`src/rtl/host_arbiter.sv`:
```
// rtl/host_arbiter.sv - round-robin multi-host bus arbiter with hold limit, lock and read-return routing
module host_arbiter #(
  parameter int NR_HOSTS   = 2,
  parameter int ADDR_WIDTH = 32,
  parameter int DATA_WIDTH = 32,
  parameter int MAX_HOLD   = 16
) (
  input  logic                           clk_i,
  input  logic                           rst_i,
  input  logic [NR_HOSTS-1:0]            host_req_i,
  input  logic [NR_HOSTS-1:0]            host_lock_i,
  input  logic [NR_HOSTS-1:0]            host_we_i,
  input  logic [NR_HOSTS*ADDR_WIDTH-1:0] host_addr_i,
  input  logic [NR_HOSTS*DATA_WIDTH-1:0] host_wdata_i,
  output logic [NR_HOSTS-1:0]            host_gnt_o,
  output logic [NR_HOSTS-1:0]            host_rvalid_o,
  output logic [DATA_WIDTH-1:0]          host_rdata_o,
  output logic                           dev_req_o,
  output logic                           dev_we_o,
  output logic [ADDR_WIDTH-1:0]          dev_addr_o,
  output logic [DATA_WIDTH-1:0]          dev_wdata_o,
  input  logic [DATA_WIDTH-1:0]          dev_rdata_i,
  output logic [2:0]                     owner_o
);

  typedef enum logic {IDLE, GRANT} state_t;

  localparam logic [7:0]          HOLD_LIMIT = 8'(MAX_HOLD);
  localparam logic [2:0]          LAST_HOST  = 3'(NR_HOSTS - 1);
  localparam logic [NR_HOSTS-1:0] HOST0      = {{(NR_HOSTS-1){1'b0}}, 1'b1};

  state_t              state, next_state;
  logic [2:0]          owner, next_owner, last_owner, next_last_owner;
  logic [7:0]          hold, next_hold;
  logic [NR_HOSTS-1:0] owner_oh, others, next_gnt, next_rvalid;
  logic                own_req, own_lock, own_we, transfer, leave;

  // First requester strictly after prev in circular order; prev itself is tried last.
  function automatic logic [2:0] rr_pick(input logic [2:0] prev, input logic [NR_HOSTS-1:0] req);
    logic [NR_HOSTS-1:0] rot;
    int                  idx;
    rr_pick = prev;
    for (int i = NR_HOSTS; i >= 1; i--) begin
      idx = (int'(prev) + i) % NR_HOSTS;
      rot = req >> idx;
      if (rot[0]) rr_pick = 3'(idx);
    end
  endfunction

  assign owner_oh = HOST0 << owner;
  assign others   = host_req_i & ~owner_oh;
  assign own_req  = |(host_req_i & owner_oh);
  assign own_lock = |(host_lock_i & owner_oh);
  assign own_we   = |(host_we_i & owner_oh);

  always_ff @(posedge clk_i) begin
    if (!rst_i) begin
      state         <= IDLE;
      owner         <= '0;
      last_owner    <= LAST_HOST;
      hold          <= '0;
      host_gnt_o    <= '0;
      host_rvalid_o <= '0;
    end else begin
      state         <= next_state;
      owner         <= next_owner;
      last_owner    <= next_last_owner;
      hold          <= next_hold;
      host_gnt_o    <= next_gnt;
      host_rvalid_o <= next_rvalid;
    end
  end

  always_comb begin
    next_state      = state;
    next_owner      = owner;
    next_last_owner = last_owner;
    next_hold       = hold;
    leave           = 1'b0;
    transfer        = (state == GRANT) && own_req;
    if (transfer && hold != 8'hFF) next_hold = hold + 8'd1;
    if (state == IDLE) begin
      if (|host_req_i) begin
        next_owner = rr_pick(last_owner, host_req_i);
        next_hold  = '0;
        next_state = GRANT;
      end
    end else begin
      // The limit counts the transfer happening this cycle, so a slot is exactly MAX_HOLD cycles.
      leave = !own_req || (next_hold >= HOLD_LIMIT && !own_lock && |others);
      if (leave) begin
        next_last_owner = owner;
        if (|others) begin
          next_owner = rr_pick(owner, host_req_i);
          next_hold  = '0;
        end else begin
          next_state = IDLE;
        end
      end
    end
    next_gnt    = (next_state == GRANT) ? (HOST0 << next_owner) : '0;
    next_rvalid = (transfer && !own_we) ? owner_oh : '0;
  end

  always_comb begin
    dev_req_o   = transfer;
    dev_we_o    = (state == GRANT) && own_we;
    dev_addr_o  = '0;
    dev_wdata_o = '0;
    for (int h = 0; h < NR_HOSTS; h++) begin
      if (owner == 3'(h)) begin
        dev_addr_o  = host_addr_i[h*ADDR_WIDTH +: ADDR_WIDTH];
        dev_wdata_o = host_wdata_i[h*DATA_WIDTH +: DATA_WIDTH];
      end
    end
    // Read data is routed in the cycle the device returns it, tagged by the registered strobe.
    host_rdata_o = (|host_rvalid_o) ? dev_rdata_i : '0;
    owner_o      = owner;
  end

endmodule

```
`config.mk`:
```
export PLATFORM = sky130hd
export DESIGN_NAME = host_arbiter
export DESIGN_NICKNAME = d
export VERILOG_FILES = /design/src/rtl/host_arbiter.sv
export SDC_FILE = /design/constraint.sdc
export NUM_CORES = 1
export LEC_CHECK = 0
export CORE_AREA = 2 2 105 107
export DETAILED_ROUTE_END_ITERATION = 8
export DIE_AREA = 0 0 107 109
export PLACE_DENSITY_LB_ADDON = 0.15
export SETUP_SLACK_MARGIN = 0.5
export SYNTH_ARGS = -nofsm -noshare
export SYNTH_HDL_FRONTEND = slang
export SYNTH_SLANG_ARGS = --single-unit
```
`constraint.sdc`:
```
create_clock -name clk_i -period 3.1 [get_ports clk_i]
set_input_delay 0.775 -clock clk_i [delete_from_list [all_inputs] [get_ports clk_i]]
set_output_delay 0.775 -clock clk_i [all_outputs]
set_load 0.05 [all_outputs]
```
* Word-level counts from Yosys, hierarchy flattened
Cells that the tools add are included.
Operators by class: equality and inequality tests 2, shifts and indexed selects 6, div/mod/pow operators 0, bitwise gates (word level) 9, $mul 0, $lt $le $gt $ge 1, add/sub/neg operators 5, muxes and demuxes 22, reduce and logical (&&, ||, !) cells 20
Operators by type and width (number):
- $mux 32 | 5
- $shr 2x32->1 | 4
- $mux 8 | 5
- $mux 3 | 8
- $reduce_or 2->1 | 6
- $add 8x1->8 const B | 1
- $and 2x2->2 | 4
- $ge 8x5->1 const B | 1
- $ne 8x8->1 const B | 1
- $logic_and 1x1->1 | 6
- $reduce_and 2->1 | 3
- $shl 1x3->2 const A | 2
- $add 1x1->1 const B | 4
- $and 1x1->1 const A | 4
- $mux 1 | 4
- $eq 3x1->1 const B | 1
- $logic_not 1->1 | 3
- $logic_not 3->1 | 1
- $not 2->2 | 1
- $logic_or 1x1->1 | 1
Storage, ports and cells: output and inout port bits 105, logic and storage cells 71, memories kept 0, flip-flop bits (word level) 19, latch bits 0, memory bits (read-only) 0, input bits 168, bits in writable memories 0

* Logic depth before layout (Yosys ltp)
Gate-level depths: netlist of run 1.
depth in word-level cells 13, mapped depth 7, mapped depth without buffers 7

* Worst setup path before layout of run 1
Ideal clock, no wire load.
path kind flip-flop to output port, start register owner[0], in the netlist owner_o[0], end output dev_addr_o[12], arrival time 2442 ps, slack -117 ps, cell stages (with the launch flop) 6, data required time 2325 ps, path through dfxtp_1 -> clkbuf_1 -> clkbuf_1 -> buf_2 -> mux2i_1 -> nor2_1
On the way: word-level cells in the longest chain between the ends 3, elaborated cells on any way between the ends 4, those cells by class 1 x eq/ne; 2 x mux; 1 x reduce/logical
RTL lines:
- start, declared | RTL line 33 | logic [2:0] owner, next_owner, last_owner, next_last_owner;
- start signal, assigned | RTL line 66 | owner <= next_owner;
- $logic_not 3->1 | RTL line 111 | if (owner == 3'(h)) begin
- $mux 32 | RTL line 111
- $mux 32 * | RTL line 111
- end, declared | RTL line 20 | output logic [ADDR_WIDTH-1:0] dev_addr_o,
Every way passes the cells marked *; elsewhere a longest branch is shown, timed or not.

* Worst setup path after layout of run 1
start input host_req_i[1], end output dev_req_o
On the way: word-level cells in the longest chain between the ends 3
RTL lines:
- start, declared | RTL line 10 | input logic [NR_HOSTS-1:0] host_req_i,
- $and 2x2->2 | RTL line 52 | assign own_req = |(host_req_i & owner_oh);
- $reduce_or 2->1 | RTL line 52
- $logic_and 1x1->1 | RTL line 80 | transfer = (state == GRANT) && own_req;
- end, declared | RTL line 18 | output logic dev_req_o,
Every way passes these cells.

==> qor.csv, run 1 <==
metric;value;unit
r2r-start;state;
drc;0;
synth_fp_nets;455;
synth-main-ff-cell;dfxtp_1;
min_path_type;reg -> reg;
die_h;109;µm
vias;2998;
synth_commonest_cells;nor2_1 (82), mux2i_1 (68), nor2b_1 (33);
dp_hpwl;8870;µm
r2r-end;last_owner[0];
cp-endpoint;dev_req_o;
core-area;0.0106;mm²
initial_core_util;19.3;%
io_buffer_count;272;
synth_cell_type_count;39;
gp_congestion;0.844;
fin_crit;2.57;ns
synth-simple-area-share;34.4;%
clkLatencyLatePin;0.25;ns
synthMuxAreaShare;33.3;%
yosysTopAreaCell;mux2i_1;
syn_inst;286;
ys_warn_count;0;
cts_num_sinks;17;
syn-cell-area;0.00204;mm²
grt_pass1_wl;14700;µm
relSlewSlack;64.4;%
numCtsBuffers;3;
setup_viol;0;
fin_setup_tns;0;ns
synthXorXnorAreaFrac;2.14;%
grt_overflow;0;
ios;273;
antenna_found_initial;0;
path_clk_slew;0.06;ns
crit_arrival;1.79;ns
cts_tree;built;
die_w;107;µm
synth_compound_area_share;7.29;%
synth_edf_count;0;
worstHoldPathCells;1;
end_kind;output port;
drt_iter0_drc;74;
fin_cells;689;
worst_r2r_path_depth;6;
required;2.32;ns
ctsHoldBuffers;0;
critPathLaunch;host_req_i[1];
final-max-slew-violation-count;0;
drv_cap;0;
synthAdderAreaFrac;0.612;%
nNetsFinal;719;
drt_wl_total;10300;µm
clock_tree.root_cell;clkbuf_8;
rsz0062_at_grt;true;
dpl-instance-area;0.00567;mm²
final_cell_area;0.00575;mm²
yosysTopAreaCellShare;33.3;%
ys_top_cells_by_area;mux2i_1 (33%), dfxtp_1 (17%), nor2_1 (15%);
hold_viol_final;0;
drt_pass1_iterations;4;
ys_seq_elements;17;
drive_gt1_share;33.9;%
grt_pass1_vias;2975;
ir_worst_vdd;158;µV
antenna_left;0;
start_kind;input port;
antenna_cells;0;
synth_top_family_by_area;simple AND/OR/NAND/NOR gates;
via_per_inst;4.35;
num_rows;38;
status;finished, final reports clean;
worstMarginPinSlew;0.532;ns
seq_area_frac_synth;16.7;%
skew;0.00381;ns
p_leak;2.24;nW
async_flop_share;0;%
grtUsageTotal;16.2;%
cpPeakStageDelay;0.34;ns
period_share;82.8;%
powerDensity;274;mW/mm²
path_cells;clkdlybuf4s15_1 -> mux2i_4 -> or2_4 -> inv_2 -> buf_12;
htreeDepth;1;
path_class;in -> out;
grt_max_degree;46;
clk_path_buf_depth;2;
wl_per_cell;14.9;µm
die_area;0.0117;mm²
avgSynthCellArea;7.14;µm²
fmax;0.390;GHz
synth.most_common_cell;nor2_1;
area_growth;182;%
ff2ff_setup_slack;0.89;ns
cp_slowest_cell;clkdlybuf4s15_1;
place_inst;684;
worst-path-max-fanout;6;
## layout by cell type, fill, tap and decap left out, drive strengths merged, types with 2 or more instances in the layout
| cell | synthesis | layout |
|---|---|---|
| a21oi | 2 | 2 |
| a31oi | 3 | 3 |
| and2 | 2 | 2 |
| and3 | 2 | 2 |
| buf | 8 | 105 |
| clkbuf | 12 | 3 |
| clkdlybuf4s50 | 0 | 172 |
| dfxtp | 17 | 17 |
| inv | 9 | 9 |
| mux2i | 68 | 68 |
| nand2 | 8 | 8 |
| nand3 | 5 | 5 |
| nand4 | 3 | 3 |
| nor2 | 83 | 83 |
| nor2b | 33 | 33 |
| nor3 | 7 | 7 |
| o211ai | 2 | 2 |
| o21ai | 3 | 3 |
| xnor2 | 3 | 3 |
| xor2 | 2 | 2 |
## sequential cells by signal, summed over array words and instances, names as in the netlist
register,cells
state,1
owner_o,3
last_owner,1
host_rvalid_o,2
host_gnt_o,2
hold,8
## routing by layer
layer / global-route usage, % / part of all wire, %
met3: 7.65 / 14
met4: 2.78 / 0.90
met2: 33.8 / 56
met1: 13.8 / 29
met5: 0 / 0
## layout make-up
type | instances | area, µm²
multi-input combinational | 240 | 1880
fill | 969 | 4850
sequential | 17 | 344
tap | 140 | 175
clock inverter | 1 | 5.00
clock buffer | 3 | 41.3
inverter | 9 | 33.8
timing repair buffer | 279 | 3270
## worst min path at each step
stage,start,end,slack (ns)
after floorplan,last_owner[0],last_owner[0],0.45
after global placement,last_owner[0],last_owner[0],0.49
after detailed placement,last_owner[0],last_owner[0],0.49
after CTS,last_owner[0],last_owner[0],0.50
after global routing,last_owner[0],last_owner[0],0.52
final,last_owner[0],last_owner[0],0.50
## power by group
part           switching [W]  leakage, nW  internal, W
Sequential         0.0000123        0.139     0.000225
Clock              0.0000745       0.0255    0.0000893
Combinational       0.000592         2.07     0.000582
## critical path, delay by kind of cell
family        cells  cell delay [ns]
buf+inv           3             0.55
mux               1             0.15
simple gates      1             0.30
## repair_timing
action                     in CTS  in global routing
resized for setup               5                  3
setup buffers                   0                  1
setup endpoints to repair      18                 11
## through the flow
| step | setup slack, ns | hold WS (ns) | power (W) | utilization, % |
|---|---|---|---|---|
| 2_1_floorplan | 0.462 | 0.453 | 0.000809 | - |
| 3_3_place_gp | 0.168 | 0.485 | 0.00141 | 53.5 |
| 3_5_place_dp | 0.119 | 0.486 | 0.00142 | 53.5 |
| 4_1_cts | 0.470 | 0.501 | 0.00159 | 54.0 |
| 5_1_grt | 0.497 | 0.517 | 0.00164 | 54.3 |
| 6_report | 0.533 | 0.497 | 0.00158 | 54.3 |
## cells by family after synthesis
group           count (synthesis)
xor+xnor                        5
simple gates                  147
buf+inv                        29
flops                          17
mux                            68
fa+ha+maj                       1
compound gates                 19
Note: power is estimated with default switching activity, not from simulation.
==> run 2: changes to the inputs <==
--- a/config.mk
+++ b/config.mk
@@ -5,9 +5,9 @@
 export SDC_FILE = /design/constraint.sdc
 export NUM_CORES = 1
 export LEC_CHECK = 0
-export CORE_AREA = 2 2 105 107
+export CORE_AREA = 2 2 106 108
 export DETAILED_ROUTE_END_ITERATION = 8
-export DIE_AREA = 0 0 107 109
+export DIE_AREA = 0 0 108 110
 export PLACE_DENSITY_LB_ADDON = 0.15
 export SETUP_SLACK_MARGIN = 0.5
 export SYNTH_ARGS = -nofsm -noshare
==> constraint.sdc (replaced) <==
create_clock -name clk_i -period 2.3 [get_ports clk_i]
set_input_delay 0.575 -clock clk_i [delete_from_list [all_inputs] [get_ports clk_i]]
set_output_delay 0.575 -clock clk_i [all_outputs]
set_load 0.05 [all_outputs]
==> run 2 against run 1 <==
Effect of this change: cell area grew 46%; critical path type is now reg -> out; first-iteration DRC count grew 46%; combinational power grew 92%; clock skew shrank 0.0025 ns; largest cell class unchanged; global-route usage grew 5.6 points; critical path depth shrank 1; worst hold slack gained 0.026 ns.
==> qor.csv, run 2 (same netlist as run 1, synthesis figures left out) <==
metric;value;unit
status;finished, final reports clean;
period_share;90.5;%
min_path_type;reg -> reg;
ir_worst_vdd;267;µV
clkLatencyLatePin;0.25;ns
drv_cap;0;
clockPowerShare;8.0;%
p_leak;3.30;nW
final_cell_mix;buf_12 (104), dlygate4sd2_1 (103), nor2_4 (70), mux2i_4 (66), clkdlybuf4s50_1 (66);
pwr-share-comb;80.8;%
powerDensity;332;mW/mm²
die_area;0.0119;mm²
dp_hpwl;10300;µm
area_growth;311;%
ios;273;
grt_pass1_vias;3387;
clock_tree.root_cell;clkbuf_8;
ctsHoldBuffers;0;
relSlewSlack;64.5;%
via_per_inst;4.65;
antenna_found_initial;4;
num_rows;38;
start_kind;register;
crit_arrival;1.51;ns
worst-path-max-fanout;4;
io_buffer_count;272;
drt_iter0_drc;108;
hold_viol_final;0;
cp_slowest_cell;or3b_4;
die_h;110;µm
drt_pass1_iterations;4;
die_w;108;µm
whs;0.523;ns
numCtsBuffers;3;
grt_max_degree;24;
end_kind;output port;
core-area;0.0107;mm²
rsz0062_at_grt;true;
worstMarginPinSlew;0.534;ns
skew;0.00127;ns
vias;3464;
cts_num_sinks;17;
cpPeakStageDelay;0.43;ns
top_register;hold;
p_total;0.00279;W
wl_per_cell;20.0;µm
gp_congestion;0.839;
path_clk_slew;0.07;ns
power.internal;0.00161;W
switching_share;42.1;%
final-max-slew-violation-count;0;
setup_viol;0;
power.switching;0.00117;W
fin_setup_tns;0;ns
largest_reg_flops;8;
antenna_left;0;
clk_path_buf_depth;2;
grt_overflow;0;
final_common_cell;buf_12;
initial_core_util;19.1;%
grtUsageTotal;21.8;%
power_frac_seq;11.2;%
path_cells;or3b_4 -> or2_4 -> inv_4 -> buf_12;
drt_wl_total;14900;µm
fmax;0.480;GHz
required;1.73;ns
drive_gt1_share;60.2;%
path_class;reg -> out;
fin_crit;2.08;ns
nNetsFinal;771;
grt_pass1_wl;20100;µm
cts_tree;built;
htreeDepth;1;
drc;0;
## run 2: path summary, 6_finish.rpt
kind / slack (ns) / cells past startpoint / endpoint / startpoint
max: 0.22 / 4 / dev_req_o / owner_o[1]
min: 0.52 / 1 / last_owner[0] / last_owner[0]
max reg2reg: 0.27 / 6 / last_owner[0] / owner_o[1]
min reg2reg: 0.52 / 1 / last_owner[0] / last_owner[0]
## run 2: worst max-delay path, delay by kind of cell, from the launching register on
family,cells,cell delay (ns)
flops,1,0.36
buf+inv,2,0.20
simple gates,2,0.70
## run 2: area by class of cell
type                            count  area (µm²)
Sequential cell                    17         358
Antenna cell                        4        10.0
Inverter                            9        38.8
Timing Repair Buffer              331        4490
Clock buffer                        4        45.0
Multi-Input combinational cell    240        3270
Fill cell                         655        2310
Tap cell                          140         175
## run 2: power by group through the flow
| stage | sequential [W] | clock (W) | combinational, W |
|---|---|---|---|
| after floorplan | 0.000332 | 0 | 0.000910 |
| after global placement | 0.000323 | 0 | 0.00183 |
| after detailed placement | 0.000323 | 0 | 0.00185 |
| after CTS | 0.000310 | 0.000224 | 0.00210 |
| after global routing | 0.000313 | 0.000243 | 0.00233 |
| final | 0.000312 | 0.000222 | 0.00225 |
## run 2: layer usage
metal | wire length (µm) | GRT usage, % | up-vias
li1 | - | - | 1632
met1 | 5080 | 24.2 | 1653
met2 | 8440 | 42.8 | 167
met3 | 1220 | 5.47 | 12
met4 | 150 | 2.56 | 0
met5 | 0 | 0 | -
## run 2: per-stage QoR
step	setup slack [ns]	util, %	instances	area (µm²)
global route	0.178	78.4	745	8390
CTS	0.207	73.9	730	7910
finish	0.218	78.4	745	8390
detailed placement	-0.217	64.2	693	6870
global placement	-0.150	64.2	693	6870
floorplan	0.235	-	286	3040
## run 2: repair_timing
item                                    4_1_cts  5_1_grt
pin swaps                                    33       24
gates resized for setup                     239       59
buffers inserted                             23        7
endpoints found under the setup margin      118      112
gates cloned                                 10        4
